===== src/rtl/window_collector_kxk.sv =====
// KxK sliding-window collector: turns a raster pixel stream into windows using K-1 line buffers
// and a KxK shift register, with runtime frame size, stride-2 decimation and coordinate tags.
module window_collector_kxk #(
  parameter int unsigned DATA_W    = 8,
  parameter int unsigned K         = 3,
  parameter int unsigned MAX_WIDTH = 128,
  parameter int unsigned DIM_BITS  = 8
) (
  input  logic                  clk,
  input  logic                  rst,
  input  logic                  in_valid,
  input  logic [DATA_W-1:0]     pixel_in,
  input  logic                  sof,
  input  logic [DIM_BITS-1:0]   stage_width,
  input  logic [DIM_BITS-1:0]   stage_height,
  input  logic                  stride2,
  output logic                  win_valid,
  output logic [K*K*DATA_W-1:0] win_out,
  output logic [DIM_BITS-1:0]   win_row,
  output logic [DIM_BITS-1:0]   win_col,
  output logic                  frame_done,
  output logic                  cfg_err
);

  localparam int unsigned AW = (MAX_WIDTH > 1) ? $clog2(MAX_WIDTH) : 1;
  localparam int unsigned NB = K - 1;

  // Frame configuration, captured on an accepted sof pixel.
  logic [DIM_BITS-1:0] width_q, height_q;
  logic                stride2_q;

  // Coordinate expected for the next accepted pixel.
  logic [DIM_BITS-1:0] row_q, col_q;

  logic [DIM_BITS-1:0] cur_w, cur_h, cur_row, cur_col;
  logic                cur_s2, cur_err, legal_new;
  logic                last_col, last_row;
  logic [DIM_BITS-1:0] row_d, col_d;
  logic [DIM_BITS-1:0] wr, wc;
  logic                row_ok, col_ok, phase_ok, win_valid_d;

  logic [AW-1:0]       addr;
  logic [DATA_W-1:0]   lb_mem [NB][MAX_WIDTH];
  logic [DATA_W-1:0]   lb_rd  [NB];
  logic [DATA_W-1:0]   col_new [K];

  logic [K*K-1:0][DATA_W-1:0] win_q, win_d;

  // A sof pixel uses the incoming config and is forced to (0,0).
  always_comb begin
    legal_new = (32'(stage_width) >= K) && (32'(stage_width) <= MAX_WIDTH) &&
                (32'(stage_height) >= K);
    if (sof) begin
      cur_w   = stage_width;
      cur_h   = stage_height;
      cur_s2  = stride2;
      cur_err = !legal_new;
      cur_row = '0;
      cur_col = '0;
    end else begin
      cur_w   = width_q;
      cur_h   = height_q;
      cur_s2  = stride2_q;
      cur_err = cfg_err;
      cur_row = row_q;
      cur_col = col_q;
    end
  end

  always_comb begin
    last_col = (cur_col == cur_w - DIM_BITS'(1));
    last_row = (cur_row == cur_h - DIM_BITS'(1));
    row_d    = cur_row;
    col_d    = cur_col + DIM_BITS'(1);
    if (last_col) begin
      col_d = '0;
      row_d = last_row ? '0 : cur_row + DIM_BITS'(1);
    end
  end

  always_comb begin
    row_ok      = 32'(cur_row) >= (K - 1);
    col_ok      = 32'(cur_col) >= (K - 1);
    wr          = cur_row - DIM_BITS'(K - 1);
    wc          = cur_col - DIM_BITS'(K - 1);
    phase_ok    = !cur_s2 || (!wr[0] && !wc[0]);
    win_valid_d = in_valid && row_ok && col_ok && !cur_err && phase_ok;
  end

  // Line buffer j holds row r-1-j at each column; reads are combinational.
  assign addr = AW'(cur_col);

  always_comb begin
    for (int j = 0; j < NB; j++) begin
      lb_rd[j] = lb_mem[j][addr];
    end
  end

  always_ff @(posedge clk) begin
    if (in_valid) begin
      lb_mem[0][addr] <= pixel_in;
      for (int j = 1; j < NB; j++) begin
        lb_mem[j][addr] <= lb_rd[j-1];
      end
    end
  end

  // New right column, top (oldest row) to bottom (current pixel).
  always_comb begin
    for (int rr = 0; rr < K; rr++) begin
      col_new[rr] = (rr == K - 1) ? pixel_in : lb_rd[K-2-rr];
    end
  end

  always_comb begin
    win_d = win_q;
    for (int rr = 0; rr < K; rr++) begin
      for (int cc = 0; cc < K; cc++) begin
        if (cc < K - 1) begin
          win_d[rr*K+cc] = win_q[rr*K+cc+1];
        end else begin
          win_d[rr*K+cc] = col_new[rr];
        end
      end
    end
  end

  // Config survives reset so a stream can resume at (0,0) without a new sof.
  always_ff @(posedge clk) begin
    if (in_valid && sof) begin
      width_q   <= stage_width;
      height_q  <= stage_height;
      stride2_q <= stride2;
    end
  end

  always_ff @(posedge clk) begin
    if (rst) begin
      row_q      <= '0;
      col_q      <= '0;
      win_q      <= '0;
      win_valid  <= 1'b0;
      win_row    <= '0;
      win_col    <= '0;
      frame_done <= 1'b0;
      cfg_err    <= 1'b0;
    end else begin
      win_valid  <= 1'b0;
      frame_done <= 1'b0;
      if (in_valid) begin
        row_q      <= row_d;
        col_q      <= col_d;
        win_q      <= win_d;
        win_valid  <= win_valid_d;
        win_row    <= wr;
        win_col    <= wc;
        frame_done <= last_col && last_row;
        if (sof) begin
          cfg_err <= !legal_new;
        end
      end
    end
  end

  assign win_out = win_q;

endmodule


===== config.mk =====
export PLATFORM = sky130hd
export DESIGN_NAME = window_collector_kxk
export DESIGN_NICKNAME = d
export VERILOG_FILES = /design/src/rtl/window_collector_kxk.sv
export SDC_FILE = /design/constraint.sdc
export NUM_CORES = 2
export LEC_CHECK = 0
export BUFFER_PORTS_ARGS = -buffer_cell sky130_fd_sc_hd__buf_4
export CORE_MARGIN = 8
export CORE_UTILIZATION = 25
export CTS_CLUSTER_DIAMETER = 200
export DETAILED_ROUTE_END_ITERATION = 10
export PLACE_DENSITY_LB_ADDON = 0.05
export SYNTH_ARGS = -nofsm -noshare
export SYNTH_HDL_FRONTEND = slang
export SYNTH_SLANG_ARGS = --single-unit
export TNS_END_PERCENT = 5

===== constraint.sdc =====
create_clock -name clk -period 26.5 [get_ports clk]
set_input_delay 5.3 -clock clk [delete_from_list [all_inputs] [get_ports clk]]
set_output_delay 5.3 -clock clk [all_outputs]
set_load 0.05 [all_outputs]

==> out/results.tsv <==
stage	metric	value	unit
clock_network	cts_resized	0	
global_routing	grt_first_pass_wirelength	478	mm
worst_setup_path	path_max_fanout	77	
synth	synth_edf_count	2065	
routing	drc	0	
layout	final_cells	10400	
layout	stdcell_area	0.102	mm2
floorplan	start_util	25.1	%
routing	dr.first_iter.drc_count	4409	
clock_network	max-clock-path-buffers	4	
clock_network	clk_pin_slew_worst_paths	0.06	ns
sta	max-slew-margin-rel	9.49	%
pwr	power_frac_comb	4.9	%
layout	multiInputGateArea	0.0211	mm2
synth	synth_xor_area_share	0.374	%
synth	synthAdderAreaFrac	0.188	%
clock_network	postCtsSetupBuffers	0	
placement	io_buffers	119	
synth	syn_inst	5325	
sta	rsz0062_at_grt	no	
floorplan	dieArea	0.365	mm2
layout	nNetsFinal	5629	
global_routing	grt-ovfl-total	0	
worst_setup_path	crit_path_start_kind	input port	
worst_setup_path	crit_required	27.04	ns
global_routing	grt_max_degree	121	
layout	area_growth	18.2	%
synth	synth_area_leader_cell	edfxtp_1	
pwr	p_total	7.73	mW
placement	dpl.hpwl	213	mm
hold_path	hold_path.class	reg -> reg	
clock_network	cts_made_buffers	274	
synth	ys_seq_area_share	74.1	%
floorplan	rows	216	
sta	period_share	43.7	%
sta	timing_hold_violations_final	0	
clock_network	cts_tree	yes	
pwr	p_int	5.95	mW
synth	synthArstFlopShare	0	%
job	cap_violations	0	
routing	postRouteAntennaNets	0	
worst_setup_path	worst-setup-path-type	in -> reg	
global_routing	groute.usage.overall	18.8	%
status	outcome	complete, no violations	
synth	ys_warn_count	0	
routing	num_vias	51100	
pwr	p_clk_share	45.8	%
pwr	p_per_area	75.5	mW/mm2
synth	synth_cell_type_count	72	
synth	netlist.area_leader.share	71.6	%
floorplan	die_h	604	um
placement	gp_congestion	0.743	
synth	ys.flop_type	edfxtp_1	
routing	wl	354	mm
layout	post-route-util	29.6	%
pwr	ir_worst_vdd	0.0000393	V
synth	synth-compound-area-share	8.74	%
synth	syn-num-nets	5367	
sta	max_freq	0.0863	GHz
synth	avgSynthCellArea	16.3	um2
placement	dpl_cell_area	0.0940	mm2
pwr	power_switching	1.78	mW
sta	tns	0	ns
worst_setup_path	rrSetupSlack	19.28	ns
placement	post-place-cells	9889	
sta	setup_viol	0	
pwr	power.share.switching	23.0	%
global_routing	grt_pass1_vias	51600	
pwr	p_seq_share	49.2	%
floorplan	die_w	604	um
synth	ys_ff_latch	2172	
clock_network	ctsHoldBuffers	0	
layout	seqCellArea	0.0642	mm2
synth	synth_most_common_cell	edfxtp_1	
synth	ys_top_cells_by_area	edfxtp_1 72%, mux2i_1 3.6%, mux2_2 3.4%, mux4_2 3.1%, dfxtp_1 2.5%	
floorplan	core_area	0.345	mm2
synth	yosys.area_share.simple	4.31	%
clock_network	htree_levels	5	
synth	synthMuxAreaShare	10.1	%
synth	netlist_area	0.0866	mm2
sta	min_period	11.59	ns
sta	skew	0.0391	ns
clock_network	clock_sinks	2172	
layout	fillerInstances	34300	
clock_network	root_buffer	clkbuf_16	
synth	yosys-top-cells-count	2,065 x edfxtp_1, 332 x nand2_1, 312 x mux2i_1	
synth	synth_top_family_by_area	multiplexers	
worst_setup_path	worst_setup_path_end_kind	register	
pwr	cellLeakagePower	31.7	nW
sta	max_slew.worst_pin.slew	1.36	ns
routing	viasPerCell	4.93	
worst_setup_path	arrival	12.13	ns
clock_network	clock_latency	0.90	ns
global_routing	antenna_found_initial	19	
routing	wl_per_cell	34.1	um
layout	final_layout_size_suffix_gt1_share	21.0	%
sta	report.final.slew_viol_count	0	
floorplan	ios	120	
routing	firstDrtPassIters	8	
[per-stage QoR]
step	hold slack [ns]	setup slack (ns)
5_1_grt	0.511	14.54
4_1_cts	0.494	14.52
3_5_place_dp	0.486	13.55
3_3_place_gp	0.480	13.64
2_1_floorplan	0.478	12.78
6_report	0.487	14.91
[cell usage in the layout (no fill, tap or decap), drive strengths merged, types with 30 or more instances in the layout]
cell type / netlist / layout
a211oi: 52 / 52
a21oi: 259 / 259
a221oi: 93 / 93
a22oi: 123 / 123
a311oi: 30 / 30
a31oi: 55 / 55
buf: 202 / 367
clkbuf: 179 / 364
clkinv: 2 / 94
dfxtp: 107 / 107
edfxtp: 2065 / 2065
mux2: 260 / 260
mux2i: 312 / 312
mux4: 120 / 120
nand2: 332 / 332
nand3: 160 / 160
nor2: 264 / 264
o21ai: 269 / 269
o221ai: 87 / 87
o22ai: 52 / 52
[metal layers]
metal | vias to the layer above | wire, um | GRT usage, %
met1 | 27700 | 165000 | 26.5
met3 | 359 | 13300 | 2.17
met2 | 1209 | 169000 | 31.3
met4 | 0 | 6610 | 3.70
met5 | - | 0 | 0
li1 | 21900 | - | -
[critical path, cell delays in order]
cell and delay, ns:
buf_8 0.38, buf_4 0.40, buf_4 0.70, nor2b_4 0.32, inv_8 0.42, buf_4 0.57
buf_4 0.46, nor3_1 0.11, a221oi_1 0.24, a21oi_1 0.15, a31oi_1 0.36, nand3_1 0.49
a22oi_1 0.48, nand3_4 0.71, buf_4 0.69
[registers in the layout (all words and copies together), names as in the netlist]
| name | count |
|---|---|
| cfg_err | 1 |
| col_q | 8 |
| frame_done | 1 |
| height_q | 8 |
| lb_mem | 2048 |
| row_q | 8 |
| stride2_q | 1 |
| width_q | 8 |
| win_col | 8 |
| win_out | 72 |
| win_row | 8 |
| win_valid | 1 |
[power by group through the flow]
stage,Clock (mW),Combinational (mW),Sequential [mW]
floorplan,0,0.179,3.90
global placement,0,0.392,3.88
detailed placement,0,0.392,3.88
CTS,3.66,0.393,3.80
global route,3.76,0.406,3.80
finish,3.54,0.381,3.80
[layout make-up]
class                      instances  share of cell area (%)
antenna                           13                  0.0318
clock inverter                   113                   0.743
timing repair buffer             367                    2.84
inverter                          12                  0.0892
sequential                      2172                    62.7
multi-input combinational       2760                    20.7
tap                             4578                    5.60
clock buffer                     364                    7.37
[worst paths after layout]
| path | depth (start not counted) | start | endpoint |
|---|---|---|---|
| worst max-delay path | 15 | sof | lb_mem[0][1633] |
| worst max register to register | 12 | col_q[0] | lb_mem[0][1184] |
| worst min register to register | 2 | win_col[2] | win_col[2] |
| worst min-delay path | 2 | win_col[2] | win_col[2] |
[cells by family (layout without fill, tap and decap cells)]
group,count (synthesis),count (layout)
DFF,2172,2172
AOI/OAI and AO/OA,1150,1150
and+or+nand+nor,868,868
muxes,692,692
buffers and inverters,393,856
xor gates and xnor gates,37,37
adders and majority gates,13,13
other,0,13
No activity file was read; power rests on OpenSTA's default activity.
